$ cat config.mk
export PLATFORM = sky130hd
export DESIGN_NAME = stack_exec_seq
export DESIGN_NICKNAME = d
export VERILOG_FILES = /design/src/rtl/stack_exec_seq.sv
export SDC_FILE = /design/constraint.sdc
export NUM_CORES = 2
export LEC_CHECK = 0
export ABC_AREA = 1
export CAP_MARGIN = 20
export CORE_MARGIN = 5
export CORE_UTILIZATION = 59
export CTS_CLUSTER_SIZE = 28
export DETAILED_ROUTE_END_ITERATION = 10
export PLACE_DENSITY = 0.77
export SLEW_MARGIN = 20
export SYNTH_ARGS = -nofsm -noshare
export SYNTH_HDL_FRONTEND = slang
export SYNTH_SLANG_ARGS = --single-unit
$ cat constraint.sdc
create_clock -name clk -period 8.2 [get_ports clk]
set_input_delay 0.82 -clock clk [delete_from_list [all_inputs] [get_ports clk]]
set_output_delay 0.82 -clock clk [all_outputs]
set_load 0.005 [all_outputs]
$ cat src/rtl/stack_exec_seq.sv
// stack_exec_seq: runs one WASM i32 stack instruction against the operand stack; ports: clk, reset, start/opcode/imm in, ready/done/trap_code out, stack_op/stack_data to stack, stack_tos/stack_status from stack
module stack_exec_seq #(
  parameter int WIDTH = 32
) (
  input  logic             clk,
  input  logic             reset,
  input  logic             start,
  input  logic [7:0]       opcode,
  input  logic [WIDTH-1:0] imm,
  output logic             ready,
  output logic             done,
  output logic [1:0]       trap_code,
  output logic [1:0]       stack_op,
  output logic [WIDTH-1:0] stack_data,
  input  logic [WIDTH-1:0] stack_tos,
  input  logic [1:0]       stack_status
);
  localparam logic [1:0] OP_NONE = 2'd0, OP_PUSH = 2'd1, OP_POP = 2'd2, OP_REPLACE = 2'd3;
  localparam logic [1:0] ST_EMPTY = 2'd1, ST_FULL = 2'd2;
  localparam logic [1:0] T_OK = 2'd0, T_UNDER = 2'd1, T_OVER = 2'd2, T_ILL = 2'd3;
  typedef enum logic [2:0] {IDLE, POP_B, LOAD_A, RESTORE, WRITE, FINISH} state_t;
  state_t state, state_n;
  logic [7:0] op_q;
  logic [WIDTH-1:0] imm_q, a_q, b_q, result;
  logic [1:0] trap_q, trap_n;
  logic [$clog2(WIDTH)-1:0] shamt;
  logic in_const, in_unary, in_binary, q_const, q_drop;
  function automatic logic is_binary(input logic [7:0] o);
    return o inside {8'h46, 8'h47, 8'h49, 8'h4B, 8'h6A, 8'h6B, 8'h6C, 8'h71, 8'h72, 8'h73, 8'h74, 8'h76};
  endfunction
  assign in_const  = opcode == 8'h41;
  assign in_unary  = opcode == 8'h1A || opcode == 8'h45;
  assign in_binary = is_binary(opcode);
  assign q_const   = op_q == 8'h41;
  assign q_drop    = op_q == 8'h1A;
  assign shamt     = b_q[$clog2(WIDTH)-1:0];
  always_comb begin
    state_n = state;
    trap_n  = trap_q;
    unique case (state)
      IDLE: if (start) begin
        trap_n  = !(in_const || in_unary || in_binary) ? T_ILL :
                  in_const ? (stack_status == ST_FULL ? T_OVER : T_OK) :
                  (stack_status == ST_EMPTY ? T_UNDER : T_OK);
        state_n = trap_n != T_OK ? FINISH : in_binary ? POP_B : WRITE;
      end
      POP_B:   state_n = LOAD_A;
      LOAD_A:  state_n = stack_status == ST_EMPTY ? RESTORE : WRITE;
      RESTORE: begin
        state_n = FINISH;
        trap_n  = T_UNDER;
      end
      WRITE:   state_n = FINISH;
      FINISH:  state_n = IDLE;
      default: state_n = IDLE;
    endcase
  end
  always_comb begin
    result = '0;
    case (op_q)
      8'h45:   result = WIDTH'(b_q == '0);
      8'h46:   result = WIDTH'(a_q == b_q);
      8'h47:   result = WIDTH'(a_q != b_q);
      8'h49:   result = WIDTH'(a_q < b_q);
      8'h4B:   result = WIDTH'(a_q > b_q);
      8'h6A:   result = a_q + b_q;
      8'h6B:   result = a_q - b_q;
      8'h6C:   result = a_q * b_q;
      8'h71:   result = a_q & b_q;
      8'h72:   result = a_q | b_q;
      8'h73:   result = a_q ^ b_q;
      8'h74:   result = a_q << shamt;
      8'h76:   result = a_q >> shamt;
      default: result = '0;
    endcase
  end
  assign ready      = state == IDLE;
  assign done       = state == FINISH;
  assign trap_code  = done ? trap_q : T_OK;
  assign stack_op   = state == POP_B ? OP_POP : state == RESTORE ? OP_PUSH :
                      state == WRITE ? (q_const ? OP_PUSH : q_drop ? OP_POP : OP_REPLACE) : OP_NONE;
  // RESTORE pushes the popped top back so an underflow leaves the stack untouched
  assign stack_data = state == RESTORE ? b_q :
                      state == WRITE ? (q_const ? imm_q : q_drop ? '0 : result) : '0;
  always_ff @(posedge clk) begin
    if (reset) begin
      state  <= IDLE;
      trap_q <= T_OK;
    end else begin
      state  <= state_n;
      trap_q <= trap_n;
    end
  end
  always_ff @(posedge clk) begin
    if (state == IDLE && start) begin
      op_q  <= opcode;
      imm_q <= imm;
      b_q   <= stack_tos;
    end
    if (state == LOAD_A) a_q <= stack_tos;
  end
endmodule

## Word level (Yosys, flattened, before mapping)

Cells that the tools add are included.

| word-level totals | value |
|---|---|
| register bits | 109 |
| bits of input ports | 77 |
| output and inout port bits | 38 |
| logic and storage cells | 89 |

| cells by class | value |
|---|---|
| $add $sub $neg | 2 |
| multipliers | 1 |
| magnitude comparators | 2 |
| equal/unequal tests | 40 |
| shifts and indexed selects | 2 |
| mux-type cells | 22 |
| bitwise logic cells | 3 |
| reduce and logical (&&, ||, !) cells | 11 |

Operator list:

| cell | count |
|---|---|
| case mux 32 bit (13 select lines) | 1 |
| equality test 8 x 7 -> 1 bit, second input constant | 28 |
| two-way mux 32 bit | 4 |
| adder 32 bit | 1 |
| bitwise AND 32 bit | 1 |
| equality test 32 bit | 1 |
| > comparator 32 bit | 1 |
| zero test 32 bit | 1 |
| < comparator 32 bit | 1 |
| multiplier 32 x 32 -> 32 bit | 1 |
| != test 32 bit | 1 |
| bitwise OR 32 bit | 1 |
| left shift 32 x 5 -> 32 bit | 1 |
| >> shifter 32 x 5 -> 32 bit | 1 |
| subtractor 32 bit | 1 |
| bitwise XOR 32 bit | 1 |
| two-way mux 2 bit | 9 |
| equality test 8 x 5 -> 1 bit, second input constant | 2 |
| two-way mux 3 bit | 4 |
| case mux 3 bit (4 select lines) | 1 |
| nonzero test 12 bit | 1 |
| equality test 3 x 2 -> 1 bit, second input constant | 2 |
| equality test 3 bit, second input constant | 2 |
| case mux 2 bit (2 select lines) | 1 |
| 11 further kinds | 15 |

## Depth between registers and ports, before layout

| logic depth | value |
|---|---|
| depth in word-level cells | 9 |
| depth in mapped cells | 40 |
| depth with buffers taken out | 37 |

## Worst setup path before layout

Ideal clock, no wire load.

| timing path | value |
|---|---|
| path kind | register to output |
| from | reg b_q[2] |
| to | out stack_data[30] |
| arrival time | 7.117 ns |
| required time | 7.380 ns |
| slack | 0.263 ns |
| cell stages (with the launch flop) | 31 |
| cell sequence | edfxtp_1 -> buf_2 -> buf_2 -> clkbuf_1 -> buf_2 -> buf_1 -> nand2_1 -> fa_1 -> inv_1 -> fa_1 -> inv_1 -> fa_1 -> inv_1 -> fa_1 -> fa_1 -> inv_1 -> fa_1 -> inv_1 -> fa_1 -> fa_1 -> ha_1 -> inv_1 -> nor4_1 -> nand4_1 -> nand3_1 -> nand2_1 -> o21ai_0 -> nor2_1 -> nand3_1 -> nand2_1 -> nand2_1 |

| on the way | value |
|---|---|
| longest elaborated chain between the ends | 6 |
| elaborated cells between the ends (all ways) | 10 |
| classes of those cells | add/sub: 2; mul: 1; shift: 2; mux: 5 |

Ends and longest elaborated chain:

| element | line | RTL |
|---|---|---|
| start, declared | 24 | `logic [WIDTH-1:0] imm_q, a_q, b_q, result;` |
| start signal, assigned | 98 | `b_q <= stack_tos;` |
| multiplier 32 x 32 -> 32 bit (tied with other cells) | 68 | `8'h6C: result = a_q * b_q;` |
| case mux 32 bit (13 select lines) (*) | 60 | `case (op_q)` |
| two-way mux 32 bit (*) (3 in a row) | 84 | `state == WRITE ? (q_const ? imm_q : q_drop ? '0 : result) : '0;` |
| two-way mux 32 bit (*) | 83 | `assign stack_data = state == RESTORE ? b_q :` |
| end, declared | 14 | `output logic [WIDTH-1:0] stack_data,` |

Mark *: on every way between the ends. The rest lies on a longest branch, timed or not.

## Final worst setup path

| timing path | value |
|---|---|
| from | reg a_q[9] |
| to | out stack_data[28] |

| on the way | value |
|---|---|
| longest elaborated chain between the ends | 6 |
| elaborated cells between the ends (all ways) | 10 |
| classes of those cells | add/sub: 2; mul: 1; shift: 2; mux: 5 |

Ends and longest elaborated chain:

| element | line | RTL |
|---|---|---|
| start, declared | 24 |  |
| start signal, assigned | 100 | `if (state == LOAD_A) a_q <= stack_tos;` |
| multiplier 32 x 32 -> 32 bit (tied with other cells) | 68 |  |
| case mux 32 bit (13 select lines) (*) | 60 |  |
| two-way mux 32 bit (*) (3 in a row) | 84 |  |
| two-way mux 32 bit (*) | 83 |  |

Marked as above.

==> impl_metrics.py <==
metrics = {
    "status": {
        "status": "finished with violations",
        "violations": "setup timing",
    },
    "yosys": {
        "syn_area_um2": 29700,
        "syn_nets": 5036,
        "yosys_warnings": 0,
        "synthCells": 4329,
        "ys_types": 66,
        "syn_avg_cell_area_um2": 6.87,
        "ys_seq_elements": 109,
        "ys_async_sr_fraction_pct": 0,
        "yosys.area.top_type": "fa_1",
        "ys_seq_area_share_pct": 10.8,
        "synthTopCellsByArea": "fa_1, nand2_1, inv_1, edfxtp_1, ha_1",
        "synth.top_cell.area_share_pct": 27.6,
        "synth-edff-count": 104,
        "ys.flop_type": "edfxtp_1",
    },
    "global_routing": {
        "grt_max_degree": 73,
        "grt_pass1_wl_um": 181000,
        "globalRouteOverflowTotal": 0,
        "grt_pass1_vias": 30200,
        "gr-usage-all-layers_pct": 44.4,
        "antenna_found_initial": 6,
    },
    "setup_path": {
        "r2r_start": "state[1]",
        "crit_type": "flip-flop to output pin",
        "cp.depth": 30,
        "rrSetupSlack_ns": 5.43,
        "path_buf_inv": 9,
        "cp_common_cell": "fa_1",
        "critPathArrivalTime_ns": 7.59,
        "ff2ff_path_depth": 6,
        "max_stage_delay_ns": 0.58,
        "crit_end": "stack_data[28]",
        "r2r-end": "b_q[13]",
        "startpoint_type": "flip-flop",
        "cp.required_ns": 7.38,
        "crit_start": "a_q[9]",
        "worstPathMaxFanout": 4,
        "cp_slowest_cell": "fa_1",
        "worst_setup_path_end_kind": "output pin",
        "path_delay_family": "adder cells",
    },
    "floorplanning": {
        "die_x_um": 234,
        "coreArea_um2": 50000,
        "start_util_pct": 59.5,
        "die_y_um": 234,
        "rows": 82,
        "fp.dieArea_um2": 55000,
        "io_pins": 115,
    },
    "clock_network": {
        "numClockSinks": 109,
        "path_clk_slew_ns": 0.11,
        "cts_tree": "done",
        "cts_hold_buf": 0,
        "cts_root_buffer": "clkbuf_16",
        "clock_latency_ns": 0.42,
        "cts_max_level": 3,
        "cts_inserted_buffers": 9,
        "cts_max_path_buffers": 2,
    },
    "route": {
        "drt-initial-drc-count": 3767,
        "drc": 0,
        "first_pass_iters": 6,
        "routed_via_density": 5.93,
        "drt-total-wl_um": 124000,
        "antenna_left": 0,
        "vias": 30800,
        "wl_per_cell_um": 24.0,
    },
    "sta": {
        "skew_ns": 0.0198,
        "fin_tns_setup_ns": -1.07,
        "fmax_mhz": 119,
        "hold_viol": 0,
        "setup_ws_ns": -0.206,
        "max-slew-margin-rel_pct": 24.2,
        "drv_slew": 0,
        "setup_viol": 9,
        "period_minus_slack_ns": 8.41,
        "worstMarginPinSlew_ns": 1.14,
        "period_share_pct": 103,
        "rsz0062_at_grt": "true",
    },
    "place": {
        "place_inst": 5135,
        "port_buffers": 114,
        "gp_congestion": 1.13,
        "place_ws_ns": -0.231,
        "dp_hpwl_um": 99200,
    },
    "flow_run": {
        "drv_cap": 0,
    },
    "layout": {
        "drive_above_1_share_pct": 10.8,
        "final_util_pct": 68.6,
        "layoutNonFillerInstCount": 5190,
        "mostFrequentLayoutCell": "nand2_1",
        "final_cell_mix": "nand2_1, inv_1, fa_1, buf_4, ha_1",
        "layout.nets": 5215,
        "syn_to_final_growth_pct": 15.2,
    },
    "worst_hold_path": {
        "hp-class": "flip-flop to flip-flop",
    },
}
## registers in the layout (all words and copies together) (netlist names)
register  cells
a_q          32
op_q          8
imm_q        32
trap_q        2
state         3
b_q          32
## synthesized netlist by cell type (8+ instances only)
cell      instances
inv_2            19
edfxtp_1        104
o21ai_0         195
nand3_1         190
o211ai_1         21
fa_1            410
nand3b_1          9
or2_2            11
xnor2_1           8
nor3_1           38
clkbuf_1         82
ha_1            220
o21bai_1         16
nand4_1          38
buf_1            40
buf_2            68
a21oi_1         213
o21a_1            9
o21ai_1          78
o22ai_1          27
nand2_1        1177
nor2_1          180
a31oi_1           9
o221ai_1         11
mux2i_1          13
inv_1          1018
nor4_1           15
## how the worst min path moves through the flow
stage | start | to | slack [ns] | depth (start not counted)
2_1_floorplan | trap_q[0] | trap_q[0] | 0.46 | 2
3_3_place_gp | trap_q[0] | trap_q[0] | 0.48 | 2
3_5_place_dp | trap_q[0] | trap_q[0] | 0.48 | 2
4_1_cts | trap_q[0] | trap_q[0] | 0.51 | 2
5_1_grt | trap_q[0] | trap_q[0] | 0.55 | 2
6_report | trap_q[0] | trap_q[0] | 0.51 | 2
## per-stage QoR
step,area (um2),hold slack [ns]
after floorplan,29700,0.463
after global placement,32900,0.484
after detailed placement,32900,0.485
after CTS,33900,0.508
after global routing,34200,0.553
final,34300,0.509
## area by class of cell
cell class / count / area, um2
multi-input cells: 2973 / 22400
fillers: 4269 / 15700
inverters: 1041 / 3910
repair buffers: 374 / 3590
flip-flops and latches: 109 / 3220
well taps: 672 / 841
clock buffers: 9 / 225
clock inverters: 7 / 81.3
diodes: 5 / 12.5
## timing repair
action                                  in CTS  in global routing
resized for setup                          121                117
endpoints found under the setup margin      20                 22
pin swaps                                   35                 76
setup buffers                               23                 11
gates cloned                                 2                  1
endpoints found under the hold margin        0                  0
## layer usage
layer / global-route usage, % / up-vias / wire (um)
met5: 1.96 / - / 150
met4: 25.5 / 6 / 9610
met3: 13.8 / 536 / 16700
met2: 66.5 / 2084 / 52300
met1: 57.1 / 14600 / 45700
li1: - / 13600 / -
## kinds of logic after synthesis
group,synth area share [%]
simple gates,23.2
buf+inv,16.3
compound gates,12.0
fa+ha+maj,36.9
flops,10.8
xor+xnor,0.383
mux,0.438
## tightest hold or removal path, stage by stage, from the launching register on
cell	delay [ns]
dfxtp_1	0.34
o211ai_1	0.10
inv_1	0.05
Power is left out: the tool's default activity adds up to more than one toggle a clock period on the data nets, which glitch-free logic cannot reach.
